`src/rtl/binary_window_filter.sv`:
```
// rtl/binary_window_filter.sv - KxK binary window engine: majority/erode/dilate/copy, BRAM to BRAM
// Optional ones counter output enabled by defining BINARY_WINDOW_FILTER_STATS_EN
module binary_window_filter #(
    parameter int WIDTH      = 480,
    parameter int HEIGHT     = 480,
    parameter int K          = 3,
    parameter int RD_LATENCY = 2
) (
    input  logic                              clk_in,
    input  logic                              rst_in,
    input  logic                              start_in,
    input  logic [1:0]                        mode_in,
    input  logic [$clog2(K*K+1)-1:0]          thresh_in,
    output logic [$clog2(WIDTH*HEIGHT)-1:0]   rd_addr_out,
    output logic                              rd_en_out,
    input  logic                              rd_data_in,
    output logic [$clog2(WIDTH*HEIGHT)-1:0]   wr_addr_out,
    output logic                              wr_data_out,
    output logic                              wr_valid_out,
    output logic                              busy_out,
    output logic                              done_out
`ifdef BINARY_WINDOW_FILTER_STATS_EN
    ,
    output logic [$clog2(WIDTH*HEIGHT+1)-1:0] ones_count_out
`endif
);

    localparam int R  = (K - 1) / 2;
    localparam int N  = WIDTH * HEIGHT;
    localparam int F  = R * WIDTH + R;
    localparam int D  = 2 * F;
    localparam int AW = $clog2(N);
    localparam int CW = $clog2(K * K + 1);
    localparam int QW = $clog2(N + F + 1);
    localparam int XW = $clog2(WIDTH + 1);
    localparam int YW = $clog2(HEIGHT + 1);

    localparam logic [QW-1:0] Q_N     = QW'(N);
    localparam logic [QW-1:0] Q_NF    = QW'(N + F);
    localparam logic [QW-1:0] Q_F     = QW'(F);
    localparam logic [QW-1:0] C_FLAST = QW'(F - 1);
    localparam logic [AW-1:0] A_LAST  = AW'(N - 1);
    localparam logic [XW-1:0] X_LAST  = XW'(WIDTH - 1);

    typedef enum logic [2:0] {S_IDLE, S_READ, S_FLUSH, S_DRAIN, S_DONE} state_t;

    state_t                r_state;
    logic [1:0]            r_mode;
    logic [CW-1:0]         r_thresh;
    logic [RD_LATENCY-1:0] r_rd_pipe;
    logic [D-1:0]          r_hist;
    logic [QW-1:0]         r_q;
    logic [QW-1:0]         r_cnt;
    logic [AW-1:0]         r_px;
    logic [XW-1:0]         r_cx;
    logic [YW-1:0]         r_cy;

    logic                  w_in_vld;
    logic                  w_step;
    logic                  w_in_bit;
    logic                  w_out_vld;
    logic [D:0]            w_line;
    logic [CW-1:0]         w_n;
    logic                  w_pix;

    // Stream index r_q covers the real pixels then F zero samples that push the last rows through.
    assign w_in_vld  = r_rd_pipe[RD_LATENCY-1];
    assign w_step    = (r_q < Q_N) ? w_in_vld : (r_q < Q_NF);
    assign w_in_bit  = (r_q < Q_N) ? rd_data_in : 1'b0;
    assign w_out_vld = w_step && (r_q >= Q_F);
    // w_line[d] is the sample d steps older than the newest one; the output center sits at d = F.
    assign w_line    = {r_hist, w_in_bit};

    always_comb begin
        w_n = '0;
        for (int dy = -R; dy <= R; dy++) begin
            for (int dx = -R; dx <= R; dx++) begin
                if ((int'(r_cy) + dy >= 0) && (int'(r_cy) + dy < HEIGHT) &&
                    (int'(r_cx) + dx >= 0) && (int'(r_cx) + dx < WIDTH)) begin
                    w_n = w_n + CW'(w_line[(R - dy) * WIDTH + (R - dx)]);
                end
            end
        end
        case (r_mode)
            2'd0:    w_pix = (w_n >= r_thresh);
            2'd1:    w_pix = (w_n == CW'(K * K));
            2'd2:    w_pix = (w_n != '0);
            default: w_pix = w_line[F];
        endcase
    end

    always_ff @(posedge clk_in) begin
        if (rst_in) begin
            r_state      <= S_IDLE;
            r_mode       <= '0;
            r_thresh     <= '0;
            r_rd_pipe    <= '0;
            r_hist       <= '0;
            r_q          <= '0;
            r_cnt        <= '0;
            r_px         <= '0;
            r_cx         <= '0;
            r_cy         <= '0;
            rd_addr_out  <= '0;
            rd_en_out    <= 1'b0;
            wr_addr_out  <= '0;
            wr_data_out  <= 1'b0;
            wr_valid_out <= 1'b0;
            busy_out     <= 1'b0;
            done_out     <= 1'b0;
`ifdef BINARY_WINDOW_FILTER_STATS_EN
            ones_count_out <= '0;
`endif
        end else begin
            r_rd_pipe[0] <= rd_en_out;
            for (int i = 1; i < RD_LATENCY; i++) begin
                r_rd_pipe[i] <= r_rd_pipe[i-1];
            end
            if (w_step) begin
                r_hist <= {r_hist[D-2:0], w_in_bit};
                r_q    <= r_q + 1'b1;
            end

            wr_valid_out <= w_out_vld;
            wr_addr_out  <= w_out_vld ? r_px : '0;
            wr_data_out  <= w_out_vld & w_pix;
            if (w_out_vld) begin
                r_px <= r_px + 1'b1;
                if (r_cx == X_LAST) begin
                    r_cx <= '0;
                    r_cy <= r_cy + 1'b1;
                end else begin
                    r_cx <= r_cx + 1'b1;
                end
`ifdef BINARY_WINDOW_FILTER_STATS_EN
                if (w_pix) ones_count_out <= ones_count_out + 1'b1;
`endif
            end

            done_out <= 1'b0;
            case (r_state)
                S_IDLE: begin
                    if (start_in) begin
                        r_mode      <= mode_in;
                        r_thresh    <= thresh_in;
                        r_state     <= S_READ;
                        busy_out    <= 1'b1;
                        rd_en_out   <= 1'b1;
                        rd_addr_out <= '0;
                        r_q         <= '0;
                        r_px        <= '0;
                        r_cx        <= '0;
                        r_cy        <= '0;
`ifdef BINARY_WINDOW_FILTER_STATS_EN
                        ones_count_out <= '0;
`endif
                    end
                end
                S_READ: begin
                    if (rd_addr_out == A_LAST) begin
                        rd_en_out   <= 1'b0;
                        rd_addr_out <= '0;
                        r_cnt       <= '0;
                        r_state     <= S_FLUSH;
                    end else begin
                        rd_addr_out <= rd_addr_out + 1'b1;
                    end
                end
                S_FLUSH: begin
                    if (r_cnt == C_FLAST) r_state <= S_DRAIN;
                    else                  r_cnt   <= r_cnt + 1'b1;
                end
                S_DRAIN: begin
                    if (wr_valid_out && (wr_addr_out == A_LAST)) begin
                        r_state  <= S_DONE;
                        done_out <= 1'b1;
                        busy_out <= 1'b0;
                    end
                end
                default: r_state <= S_IDLE;
            endcase
        end
    end

endmodule

```
`config.mk`:
```
export PLATFORM = sky130hd
export DESIGN_NAME = binary_window_filter
export DESIGN_NICKNAME = d
export VERILOG_FILES = /design/src/rtl/binary_window_filter.sv
export SDC_FILE = /design/constraint.sdc
export NUM_CORES = 2
export LEC_CHECK = 0
export BUFFER_PORTS_ARGS = -buffer_cell sky130_fd_sc_hd__buf_2
export CELL_PAD_IN_SITES_DETAIL_PLACEMENT = 1
export CELL_PAD_IN_SITES_GLOBAL_PLACEMENT = 1
export CORE_ASPECT_RATIO = 0.8
export CORE_MARGIN = 2
export CORE_UTILIZATION = 51
export CTS_BUF_LIST = sky130_fd_sc_hd__clkbuf_4 sky130_fd_sc_hd__clkbuf_8 sky130_fd_sc_hd__clkbuf_16
export DETAILED_ROUTE_END_ITERATION = 10
export PLACE_DENSITY_LB_ADDON = 0.1
export SLEW_MARGIN = 20
export SYNTH_ARGS = -nofsm -noshare
export SYNTH_HDL_FRONTEND = slang
export SYNTH_SLANG_ARGS = --single-unit
```
`constraint.sdc`:
```
create_clock -name clk_in -period 20.7 [get_ports clk_in]
set_clock_uncertainty 0.1 [all_clocks]
set_input_delay 1.035 -clock clk_in [delete_from_list [all_inputs] [get_ports clk_in]]
set_output_delay 1.035 -clock clk_in [all_outputs]
set_load 0.02 [all_outputs]
```
==> summary.txt <==
Status
  • Outcome: completed

Detailed routing
  • Antenna Nets Post-Route: 0
  • DR WL/cell: 13.8 um
  • Via density: 5.23
  • DRT Pass-1 Iters: 5
  • Aggregate routed wire length: 81400 um
  • Drt drc: 0
  • Starting DRC count in detailed routing: just over 2000
  • Via count: 30799

Timing
  • RSZ-0062 raised after global routing: false
  • Slew headroom: 0.281
  • TNS Setup: 0 ns
  • Final Setup Violations: 0
  • Fmax: roughly 0.13 GHz
  • Final hold vios: 0
  • Pins over their slew limit: 0
  • Worst slew pin tran: 1.08 ns
  • Final min period: ~7.7 ns
  • Final period util: 0.371

Power
  • LEAKAGE: 14.2 nW
  • Max VDD drop: 0.0000659 V
  • Power per cell area: between 90 and 100 nW/um2

Yosys
  • Yosys warning count: 0
  • Syn Inst Count: 4947
  • Top FF cell, synth: dfxtp_1
  • Post-synth net total: 4987
  • Post-synthesis cell area: 39000 um2
  • Adder-cell area share of the yosys netlist: 0.00963
  • Largest family of logic cells by synthesized area: simple AND/OR/NAND/NOR gates
  • EDFF count, synth: 0
  • Synth Area in Simple Gates: 0.233
  • #FFs+latches synth: roughly 1100
  • Top cell type by total area after synthesis: dfxtp_1
  • Area contributors post-synth: dfxtp_1 56%, nand2_1 19%, a21oi_1 13%
  • Synth top area share: 0.558
  • Post-Synth XOR/XNOR Area: 0.0182
  • Synth Area in Compound Gates: 0.141
  • FFs w/ async S/R, synth: 0
  • Mean Syn Cell Area: 7.88 um2
  • Synth unique cells: a little over 70
  • Sequential fraction of the synthesis area: 0.558
  • Post-synthesis mux area share: 0.00369

CTS
  • TritonCTS clock tree: built
  • Max Root-Sink Buffers: 3
  • Clock Pin Slew Worst Setup and Hold Paths: 0.06 ns
  • CTS root buffer: clkbuf_16
  • H-Tree Depth: 3
  • CTS resizes: 0
  • Hold buffers post-CTS: 0
  • CTS Buf Count: 104
  • Worst skew pair latency: 0.66 ns
  • Clk sinks: between 1000 and 1500
  • Post-CTS setup buffers: 0

Finish
  • Antenna diodes: 0
  • Cell area after layout: about 43000 um2
  • Layout cell share with drive strength beyond 1: 0.0611
  • Fill cells: approximately 9100
  • Final Util: 0.572
  • Area Growth Syn to Fin: 10.8%
  • Nets: 4829

Critical path
  • CP peak stage delay: slightly above 0.4 ns
  • Critical path's slowest cell: or3_1
  • CP max FO: 6
  • Required time at the endpoint of the critical path: between 20 and 25 ns
  • Top cell by count, worst path: ha_1
  • Reg-to-Reg Start: r_cy[3]
  • R2R depth: 39
  • Reg2reg end: wr_data_out
  • Worst setup EP type: register
  • Setup crit start kind: register
  • Critical Path AT: 8.15 ns
  • Crit Path Category: register to register
  • Flop2flop setup slack: 13.02 ns

Worst hold path
  • Cells on Worst Hold Path: 1
  • Hold_sp: r_rd_pipe[0]
  • Hold EP: r_rd_pipe[1]
  • Hold crit path type: register to register

Global routing
  • All-Layer GR Usage: 0.203
  • Initial antenna violation count: 0
  • Largest net degree at the start of global routing: between 200 and 250
  • First-pass GRT wire length: between 100000 and 150000 um
  • Grt ovf: 0
  • Vias in the first global route: 30586

Floorplan
  • Die Ht: 251 um
  • Core Footprint: 75600 um2
  • Initial Utilization: 0.516
  • Die Wd: 313 um
  • I/O Pins: 51
  • Die area: roughly 80000 um2
  • Row count: 90

Place
  • Placed cell areas: approximately 40000 um2
  • Hpwl dp: 44600 um
  • Port Buffers: 50
  • GP Congestion: 0.808

Flow run
  • Max-cap viol count: 0
-- cells by family after synthesis --
kind of cell / count (synthesis)
buffers and inverters: 376
AO/OA/AOI/OAI: 1064
multiplexers: 13
flip-flops: 1086
AND/OR/NAND/NOR: 2301
XOR/XNOR: 77
adder cells (fa/ha/maj): 30
-- layout make-up --
| type | instances | area (um2) | share of cell area |
|---|---|---|---|
| multi-input cells | 3485 | 15900 | 0.367 |
| inverters | 30 | 113 | 0.00261 |
| flip-flops and latches | 1086 | 21700 | 0.503 |
| repair buffers | 82 | 538 | 0.0125 |
| clock buffers | 151 | 3160 | 0.0733 |
| well taps | 1012 | 1270 | 0.0293 |
| clock inverters | 41 | 520 | 0.0121 |
-- per-stage QoR --
stage / power [W] / setup slack, ns / instances / hold WS (ns)
2_1_floorplan: 0.00225 / 13.73 / 4947 / 0.314
3_3_place_gp: 0.00229 / 13.19 / 5695 / 0.321
3_5_place_dp: 0.00229 / 13.02 / 5695 / 0.330
4_1_cts: 0.00430 / 12.98 / 5887 / 0.339
5_1_grt: 0.00440 / 12.43 / 5887 / 0.360
6_report: 0.00424 / 13.02 / 5887 / 0.335
-- critical path: cells and delay by family (launching register included) --
kind | cells | cell delay (ns)
flops | 1 | 0.34
compound gates | 14 | 2.53
buf+inv | 4 | 0.29
fa+ha+maj | 9 | 2.39
mux | 1 | 0.05
simple gates | 11 | 1.89
-- layer usage --
metal | wire length [um] | global-route usage
met1 | 39200 | 0.268
met2 | 38600 | 0.347
met3 | 1770 | 0.0299
met4 | 1760 | 0.0535
met5 | 0 | 0
-- registers in the layout, summed over array words and instances, names as in the netlist, 2 cells and up --
register     cells
r_hist         962
r_mode           2
r_px            18
r_q             18
r_state          3
r_thresh         4
r_cx             9
rd_addr_out     18
r_cy             9
wr_addr_out     18
r_rd_pipe        2
r_cnt           18
-- synth_stat cells (all sizes together) (5+ instances only) --
master	number
a21o	5
a21oi	987
a31oi	5
and2	29
and3	14
and4	6
buf	11
clkbuf	335
dfxtp	1086
ha	30
inv	30
mux2	5
mux2i	8
nand2	1978
nand2b	5
nand3	44
nand4	33
nor2	135
nor2b	7
nor3	15
nor4	6
o21ai	25
or2	5
or3	11
xnor2	29
xor2	46
-- worst max path at each step --
stage,startpoint,endpoint,slack (ns),cells past startpoint
2_1_floorplan,r_cx[0],wr_data_out,13.73,41
3_3_place_gp,r_cx[0],wr_data_out,13.19,41
3_5_place_dp,r_cx[0],wr_data_out,13.02,41
4_1_cts,r_cx[0],wr_data_out,12.98,41
5_1_grt,r_cx[0],wr_data_out,12.43,41
6_report,r_cy[3],wr_data_out,13.02,39
-- cells in the final DEF, fill, tap and decap left out, types with 5 or more instances in the layout --
master and n:
and2_1 26, dfxtp_1 1086, nand2b_1 5, nor2b_1 7
mux2i_1 8, ha_1 30, nand2_1 1978, clkbuf_4 19
clkbuf_8 25, and3_1 13, clkinv_2 20, nand4_1 33
a31oi_1 5, nor3_1 15, buf_2 49, xnor2_1 28
inv_1 30, buf_4 29, xor2_1 46, o21ai_0 23
or3_1 11, nor2_1 135, clkbuf_16 107, and4_1 6
bufinv_16 11, nand3_1 43, a21o_1 5, a21oi_1 987
nor4_1 6, clkinvlp_4 7
-- where the power goes --
group          leakage (nW)  switching, W  internal, W
Combinational          3.62      0.000118    0.0000189
Clock                  1.84      0.000805      0.00120
Sequential             8.74    0.00000548      0.00209
Power figures use the tool's default switching activity.
